### src/rtl/clock_set_ctrl_pkg.sv
// Shared state encodings, limits and helpers for the clock_set_ctrl time-keeping slice.
package clock_ctrl_pkg;

    typedef enum logic [1:0] {
        ST_RUN     = 2'b00,
        ST_SET_HR  = 2'b01,
        ST_SET_MIN = 2'b10
    } state_t;

    localparam int         SEC_MAX      = 59;
    localparam logic [3:0] MIN_TENS_MAX = 4'd5;
    localparam logic [3:0] MIN_ONES_MAX = 4'd9;

    // 24h hours run 00..23; 12h hours run 01..12 and come out of reset at 12
    localparam logic [3:0] HR24_TENS_MAX  = 4'd2;
    localparam logic [3:0] HR24_ONES_MAX  = 4'd3;
    localparam logic [3:0] HR24_TENS_MIN  = 4'd0;
    localparam logic [3:0] HR24_ONES_MIN  = 4'd0;
    localparam logic [3:0] HR24_TENS_INIT = 4'd0;
    localparam logic [3:0] HR24_ONES_INIT = 4'd0;

    localparam logic [3:0] HR12_TENS_MAX  = 4'd1;
    localparam logic [3:0] HR12_ONES_MAX  = 4'd2;
    localparam logic [3:0] HR12_TENS_MIN  = 4'd0;
    localparam logic [3:0] HR12_ONES_MIN  = 4'd1;
    localparam logic [3:0] HR12_TENS_INIT = 4'd1;
    localparam logic [3:0] HR12_ONES_INIT = 4'd2;

    function automatic logic [3:0] blank_mask(input state_t st);
        logic [3:0] mask;
        mask = 4'b0000;
        case (st)
            ST_SET_HR:  mask = 4'b1100;
            ST_SET_MIN: mask = 4'b0011;
            default:    mask = 4'b0000;
        endcase
        return mask;
    endfunction

endpackage

### src/rtl/clock_set_ctrl_bcd2_counter.sv
// Two-digit BCD up-counter with programmable reset value, wrap-to value and upper limit.
module bcd2_counter (
    input  logic       clk,
    input  logic       reset_n,
    input  logic       inc,
    input  logic [3:0] init_tens,
    input  logic [3:0] init_ones,
    input  logic [3:0] min_tens,
    input  logic [3:0] min_ones,
    input  logic [3:0] max_tens,
    input  logic [3:0] max_ones,
    output logic [3:0] tens,
    output logic [3:0] ones,
    output logic       wrap
);

    logic past_max;

    // Anything at or beyond the limit (including corrupted BCD) wraps to the minimum
    assign past_max = (tens > max_tens) || ((tens == max_tens) && (ones >= max_ones));
    assign wrap     = inc && past_max;

    always_ff @(posedge clk) begin
        if (!reset_n) begin
            tens <= init_tens;
            ones <= init_ones;
        end else if (inc) begin
            if (past_max) begin
                tens <= min_tens;
                ones <= min_ones;
            end else if (ones >= 4'd9) begin
                ones <= 4'd0;
                tens <= tens + 4'd1;
            end else begin
                ones <= ones + 4'd1;
            end
        end
    end

endmodule

### src/rtl/clock_set_ctrl.sv
// HH:MM clock with RUN/SET_HR/SET_MIN editing; define CLOCK_SET_BLINK_EN to add
// the digit_blank output that flashes the field being edited.
module clock_set_ctrl
    import clock_ctrl_pkg::*;
#(
    parameter int CLK_HZ  = 100_000_000,
    parameter bit FMT_24H = 1'b1
) (
    input  logic       clk_100MHz,
    input  logic       reset_n,
    input  logic       btn_mode,
    input  logic       btn_inc,
    output logic [3:0] thousands,
    output logic [3:0] hundreds,
    output logic [3:0] tens,
    output logic [3:0] ones,
    output logic       colon,
    output logic [1:0] mode
`ifdef CLOCK_SET_BLINK_EN
    ,
    output logic [3:0] digit_blank
`endif
);

    localparam int               DIV_W    = (CLK_HZ > 1) ? $clog2(CLK_HZ) : 1;
    localparam logic [DIV_W-1:0] DIV_LAST = DIV_W'(CLK_HZ - 1);
    localparam logic [DIV_W-1:0] DIV_HALF = DIV_W'(CLK_HZ / 2);

    localparam logic [3:0] HR_TENS_MAX  = FMT_24H ? HR24_TENS_MAX  : HR12_TENS_MAX;
    localparam logic [3:0] HR_ONES_MAX  = FMT_24H ? HR24_ONES_MAX  : HR12_ONES_MAX;
    localparam logic [3:0] HR_TENS_MIN  = FMT_24H ? HR24_TENS_MIN  : HR12_TENS_MIN;
    localparam logic [3:0] HR_ONES_MIN  = FMT_24H ? HR24_ONES_MIN  : HR12_ONES_MIN;
    localparam logic [3:0] HR_TENS_INIT = FMT_24H ? HR24_TENS_INIT : HR12_TENS_INIT;
    localparam logic [3:0] HR_ONES_INIT = FMT_24H ? HR24_ONES_INIT : HR12_ONES_INIT;

    state_t           state, state_nxt;
    logic [DIV_W-1:0] sec_div, sec_div_nxt;
    logic [5:0]       seconds, seconds_nxt;
    logic             run_active, sec_tick, min_rollover;
    logic             min_inc, hr_inc, min_wrap, hr_wrap_unused;

    always_ff @(posedge clk_100MHz) begin
        if (!reset_n) state <= ST_RUN;
        else          state <= state_nxt;
    end

    // Every transition is taken on btn_mode; the unused code falls back to RUN
    always_comb begin
        state_nxt = state;
        case (state)
            ST_RUN:     if (btn_mode) state_nxt = ST_SET_HR;
            ST_SET_HR:  if (btn_mode) state_nxt = ST_SET_MIN;
            ST_SET_MIN: if (btn_mode) state_nxt = ST_RUN;
            default:    state_nxt = ST_RUN;
        endcase
    end

    assign mode = state;

    // A btn_mode in RUN discards any coincident tick, so time freezes on entry to SET_HR
    assign run_active   = (state == ST_RUN) && !btn_mode;
    assign sec_tick     = (state == ST_RUN) && (sec_div == DIV_LAST);
    assign min_rollover = run_active && sec_tick && (seconds >= 6'(SEC_MAX));
    assign min_inc      = min_rollover || ((state == ST_SET_MIN) && btn_inc && !btn_mode);
    assign hr_inc       = (min_rollover && min_wrap) ||
                          ((state == ST_SET_HR) && btn_inc && !btn_mode);

    always_comb begin
        sec_div_nxt = '0;
        seconds_nxt = '0;
        if (run_active) begin
            sec_div_nxt = sec_tick ? '0 : sec_div + DIV_W'(1);
            seconds_nxt = seconds;
            if (sec_tick)
                seconds_nxt = (seconds >= 6'(SEC_MAX)) ? 6'd0 : seconds + 6'd1;
        end
    end

    always_ff @(posedge clk_100MHz) begin
        if (!reset_n) begin
            sec_div <= '0;
            seconds <= '0;
            colon   <= 1'b1;
        end else begin
            sec_div <= sec_div_nxt;
            seconds <= seconds_nxt;
            colon   <= (state_nxt != ST_RUN) || (sec_div_nxt < DIV_HALF);
        end
    end

    bcd2_counter u_minutes (
        .clk       (clk_100MHz),
        .reset_n   (reset_n),
        .inc       (min_inc),
        .init_tens (4'd0),
        .init_ones (4'd0),
        .min_tens  (4'd0),
        .min_ones  (4'd0),
        .max_tens  (MIN_TENS_MAX),
        .max_ones  (MIN_ONES_MAX),
        .tens      (tens),
        .ones      (ones),
        .wrap      (min_wrap)
    );

    bcd2_counter u_hours (
        .clk       (clk_100MHz),
        .reset_n   (reset_n),
        .inc       (hr_inc),
        .init_tens (HR_TENS_INIT),
        .init_ones (HR_ONES_INIT),
        .min_tens  (HR_TENS_MIN),
        .min_ones  (HR_ONES_MIN),
        .max_tens  (HR_TENS_MAX),
        .max_ones  (HR_ONES_MAX),
        .tens      (thousands),
        .ones      (hundreds),
        .wrap      (hr_wrap_unused)
    );

`ifdef CLOCK_SET_BLINK_EN
    logic [DIV_W-1:0] blink_cnt, blink_cnt_nxt;
    logic             blink_off, blink_off_nxt;

    // Any edit or state change restarts in the visible phase so the new value shows at once
    always_comb begin
        blink_cnt_nxt = blink_cnt + DIV_W'(1);
        blink_off_nxt = blink_off;
        if (btn_inc || (state_nxt != state)) begin
            blink_cnt_nxt = '0;
            blink_off_nxt = 1'b0;
        end else if (blink_cnt >= DIV_HALF - DIV_W'(1)) begin
            blink_cnt_nxt = '0;
            blink_off_nxt = !blink_off;
        end
    end

    always_ff @(posedge clk_100MHz) begin
        if (!reset_n) begin
            blink_cnt   <= '0;
            blink_off   <= 1'b0;
            digit_blank <= 4'b0000;
        end else begin
            blink_cnt   <= blink_cnt_nxt;
            blink_off   <= blink_off_nxt;
            digit_blank <= blink_off_nxt ? blank_mask(state_nxt) : 4'b0000;
        end
    end
`endif

endmodule

### config.mk
export PLATFORM = sky130hd
export DESIGN_NAME = clock_set_ctrl
export DESIGN_NICKNAME = d
export VERILOG_FILES = /design/src/rtl/clock_set_ctrl_pkg.sv /design/src/rtl/clock_set_ctrl_bcd2_counter.sv /design/src/rtl/clock_set_ctrl.sv
export SDC_FILE = /design/constraint.sdc
export NUM_CORES = 1
export LEC_CHECK = 0
export ABC_AREA = 1
export CORE_ASPECT_RATIO = 1.75
export CORE_UTILIZATION = 24
export DETAILED_ROUTE_END_ITERATION = 8
export RECOVER_POWER = 100
export SLEW_MARGIN = 5
export SYNTH_ARGS = -nofsm -noshare
export SYNTH_HDL_FRONTEND = slang
export SYNTH_SLANG_ARGS = --single-unit
### constraint.sdc
create_clock -name clk_100MHz -period 5.05 [get_ports clk_100MHz]
set_clock_uncertainty 0.05 [all_clocks]
set_input_delay 1.01 -clock clk_100MHz [delete_from_list [all_inputs] [get_ports clk_100MHz]]
set_output_delay 1.01 -clock clk_100MHz [all_outputs]
set_load 0.01 [all_outputs]
==> impl_metrics.sql <==
INSERT INTO impl_metrics (metric_group, metric, value, unit) VALUES
('run_status', 'status', 'finished clean', ''),
('cts', 'h-tree-depth', '2', ''),
('cts', 'root_buffer', 'clkbuf_16', ''),
('yosys', 'synthTopCellsByArea', 'dfxtp_1, nand2_1, nor2_1', ''),
('global_route', 'grt_use_total', '13.3', '%'),
('drt', 'route.vias.total', '3038', ''),
('hold_path', 'worst_hold_path_type', 'register to register', ''),
('cts', 'clk_path_buf_depth', '2', ''),
('placed_design', 'place.gp.congestion', '0.958', ''),
('floorplanning', 'die-area', '13400', 'um^2'),
('cts', 'cts-buffers-inserted', '5', ''),
('layout', 'antenna_cells', '0', ''),
('yosys', 'ys.warnings.count', '0', ''),
('critical_path', 'worstSetupStartpointType', 'primary input', ''),
('placed_design', 'post-dp-hpwl', '6580', 'um'),
('timing', 'timing_worst_slew_pin_value', '665', 'ps'),
('cts', 'insertion_delay', '300', 'ps'),
('yosys', 'yosys.cell_types.count', '36', ''),
('critical_path', 'crit_path_end_kind', 'register', ''),
('layout', 'n_fill_cell', '1455', ''),
('critical_path', 'worstReg2RegEnd', 'sec_div[2]$_SDFF_PP0_', ''),
('critical_path', 'regToRegStartpoint', 'mode[1]$_SDFF_PN0_', ''),
('global_route', 'global_route.usage.met2', '25.9', '%'),
('timing', 'timing.slew.headroom', '55.5', '%'),
('global_route', 'first_global_vias', '3026', ''),
('global_route', 'met3_usage', '1.95', '%'),
('cts', 'cts_num_sinks', '52', ''),
('drt', 'route.detailed.wl_per_inst', '12.1', 'um'),
('timing', 'layout_min_cycle_time', '3240', 'ps'),
('yosys', 'yosys.cell_count.top_type', 'nand2_1', ''),
('global_route', 'global_route.usage.met1', '12.8', '%'),
('floorplanning', 'dieWidth', '88.0', 'um'),
('drt', 'firstDrtPassIters', '4', ''),
('cts', 'cts-resized-gates', '0', ''),
('global_route', 'busiest_layer', 'met2', ''),
('drt', 'drt.antenna.violating_nets', '0', ''),
('cts', 'cts_setup_buffers', '0', ''),
('timing', 'finalMaxSlewViolations', '0', ''),
('drt', 'routed_wl', '8160', 'um'),
('floorplanning', 'die_y', '153', 'um'),
('power_and_ir_drop', 'irDropWorstVdd', '0.187', 'mV'),
('critical_path', 'arrival', '3410', 'ps'),
('drt', 'drt-vias-per-instance', '4.52', ''),
('power_and_ir_drop', 'cellLeakagePower', '1.42', 'nW'),
('yosys', 'post_synth_inst_count', '478', ''),
('yosys', 'synth.net_count', '496', ''),
('hold_path', 'hold_path.startpoint', 'sec_div[0]$_SDFF_PP0_', ''),
('floorplanning', 'floorplan.initialDensity', '24.7', '%'),
('timing', 'grt_setup_unrepaired', 'false', ''),
('yosys', 'ys_async_sr_fraction', '0', '%'),
('timing', 'finalSetupViolCount', '0', ''),
('critical_path', 'worst_path_fanout_max', '18', ''),
('yosys', 'syn-mean-instance-area', '6.50', 'um^2'),
('floorplanning', 'floorplan.io_pins', '23', ''),
('layout', 'drive_above_1_share', '6.15', '%'),
('layout', 'finalNetCount', '522', ''),
('cts', 'postCtsHoldBufs', '0', ''),
('timing', 'post-route-period-util', '64.2', '%'),
('global_route', 'overflow', '0', ''),
('layout', 'area_delta_synth_final', '16.7', '%'),
('timing', 'report.final.hold_viol_count', '0', ''),
('yosys', 'most_area_hungry_cell_type_in_the_yosys_netlist', 'dfxtp_1', ''),
('global_route', 'antenna_violations_before_repair', '0', ''),
('critical_path', 'worst-endpoint-required', '5210', 'ps'),
('critical_path', 'worstSetupPathType', 'primary input to register', ''),
('critical_path', 'regToRegSetupSlack', '2470', 'ps'),
('global_route', 'grt_first_pass_wirelength', '14000', 'um'),
('cts', 'cts.clk_slew.worst_paths', '60', 'ps'),
('drt', 'dr.first_iter.drc_count', '181', ''),
('global_route', 'maximum_number_of_pins_on_one_net_before_global_route_repair', '19', ''),
('timing', 'final.setup.tns', '0', 'ps');
[final cells by class]
type	instances	area (um^2)	share of cell area, %
well taps	168	210	5.80
flip-flops and latches	52	1040	28.7
repair buffers	22	220	6.07
inverters	67	251	6.94
clock buffers	6	139	3.83
clock inverters	1	8.76	0.242
multi-input cells	356	1760	48.4
[cell families after synthesis]
logic type	synth area share, %
adder cells (fa/ha/maj)	5.64
flip-flops	33.5
AND/OR/NAND/NOR	42.6
buffers and inverters	8.49
XOR/XNOR	2.25
AO/OA/AOI/OAI	7.49
[worst max-delay path, cell delays in order]
cell           delay, ps
dlygate4sd3_1        580
nor2_1               440
inv_1                120
nor2_1               450
nand2_1              540
a21oi_1              250
[per-stage QoR]
stage	total power [mW]	util, %	setup WS, ps	area, um^2	hold WS (ps)
after floorplan	0.449	-	2980	3110	380
after global placement	0.462	28.1	2200	3530	390
after detailed placement	0.463	28.1	2070	3530	407
after CTS	0.813	29.2	2380	3670	417
after global routing	0.830	28.9	1470	3630	444
final	0.796	28.9	1810	3630	415
[per-layer routing]
layer | part of all wire [%] | wire, um | vias up
li1 | - | - | 1550
met1 | 36 | 2940 | 1394
met2 | 57 | 4620 | 66
met3 | 2.4 | 195 | 28
met4 | 5.0 | 408 | 0
met5 | 0 | 0 | -
[how the worst min path moves through the flow]
stage	slack [ps]	end	depth (start not counted)
finish	420	sec_div[0]$_SDFF_PP0_	1
global route	440	seconds[5]$_SDFFE_PN0P_	2
CTS	420	seconds[5]$_SDFFE_PN0P_	2
detailed placement	410	seconds[5]$_SDFFE_PN0P_	2
global placement	390	sec_div[0]$_SDFF_PP0_	1
floorplan	380	seconds[5]$_SDFFE_PN0P_	2
[layout by cell type (no fill, tap or decap), drive strengths merged]
cell,synthesis,routed
a211oi,1,1
a21boi,1,1
a21oi,15,15
a41oi,1,1
and3,1,1
clkbuf,2,6
clkdlybuf4s50,0,1
clkinv,1,2
dfxtp,52,52
dlygate4sd3,0,21
ha,14,14
inv,66,66
nand2,122,122
nand3,43,43
nand3b,1,1
nand4,8,8
nor2,110,110
nor3,5,5
nor3b,2,2
o2111ai,1,1
o211ai,1,1
o21ai,16,16
o21bai,2,2
o22ai,1,1
o31ai,1,1
or2,2,2
xnor2,2,2
xor2,6,6
[flip-flops by register name, indices dropped and copies added, names as in the netlist]
signal and count:
u_hours.ones 4, colon 1, mode 2, u_minutes.tens 4, seconds 6, u_hours.tens 4
u_minutes.ones 4, sec_div 27
[power by group]
group          leakage (nW)  total (mW)  switching [mW]  internal (mW)
registers             0.419       0.416         0.00319          0.413
clock network        0.0729       0.347           0.152          0.196
logic                 0.930      0.0333          0.0233         0.0100
total                  1.42       0.796           0.178          0.618
Power figures use the tool's default switching activity.
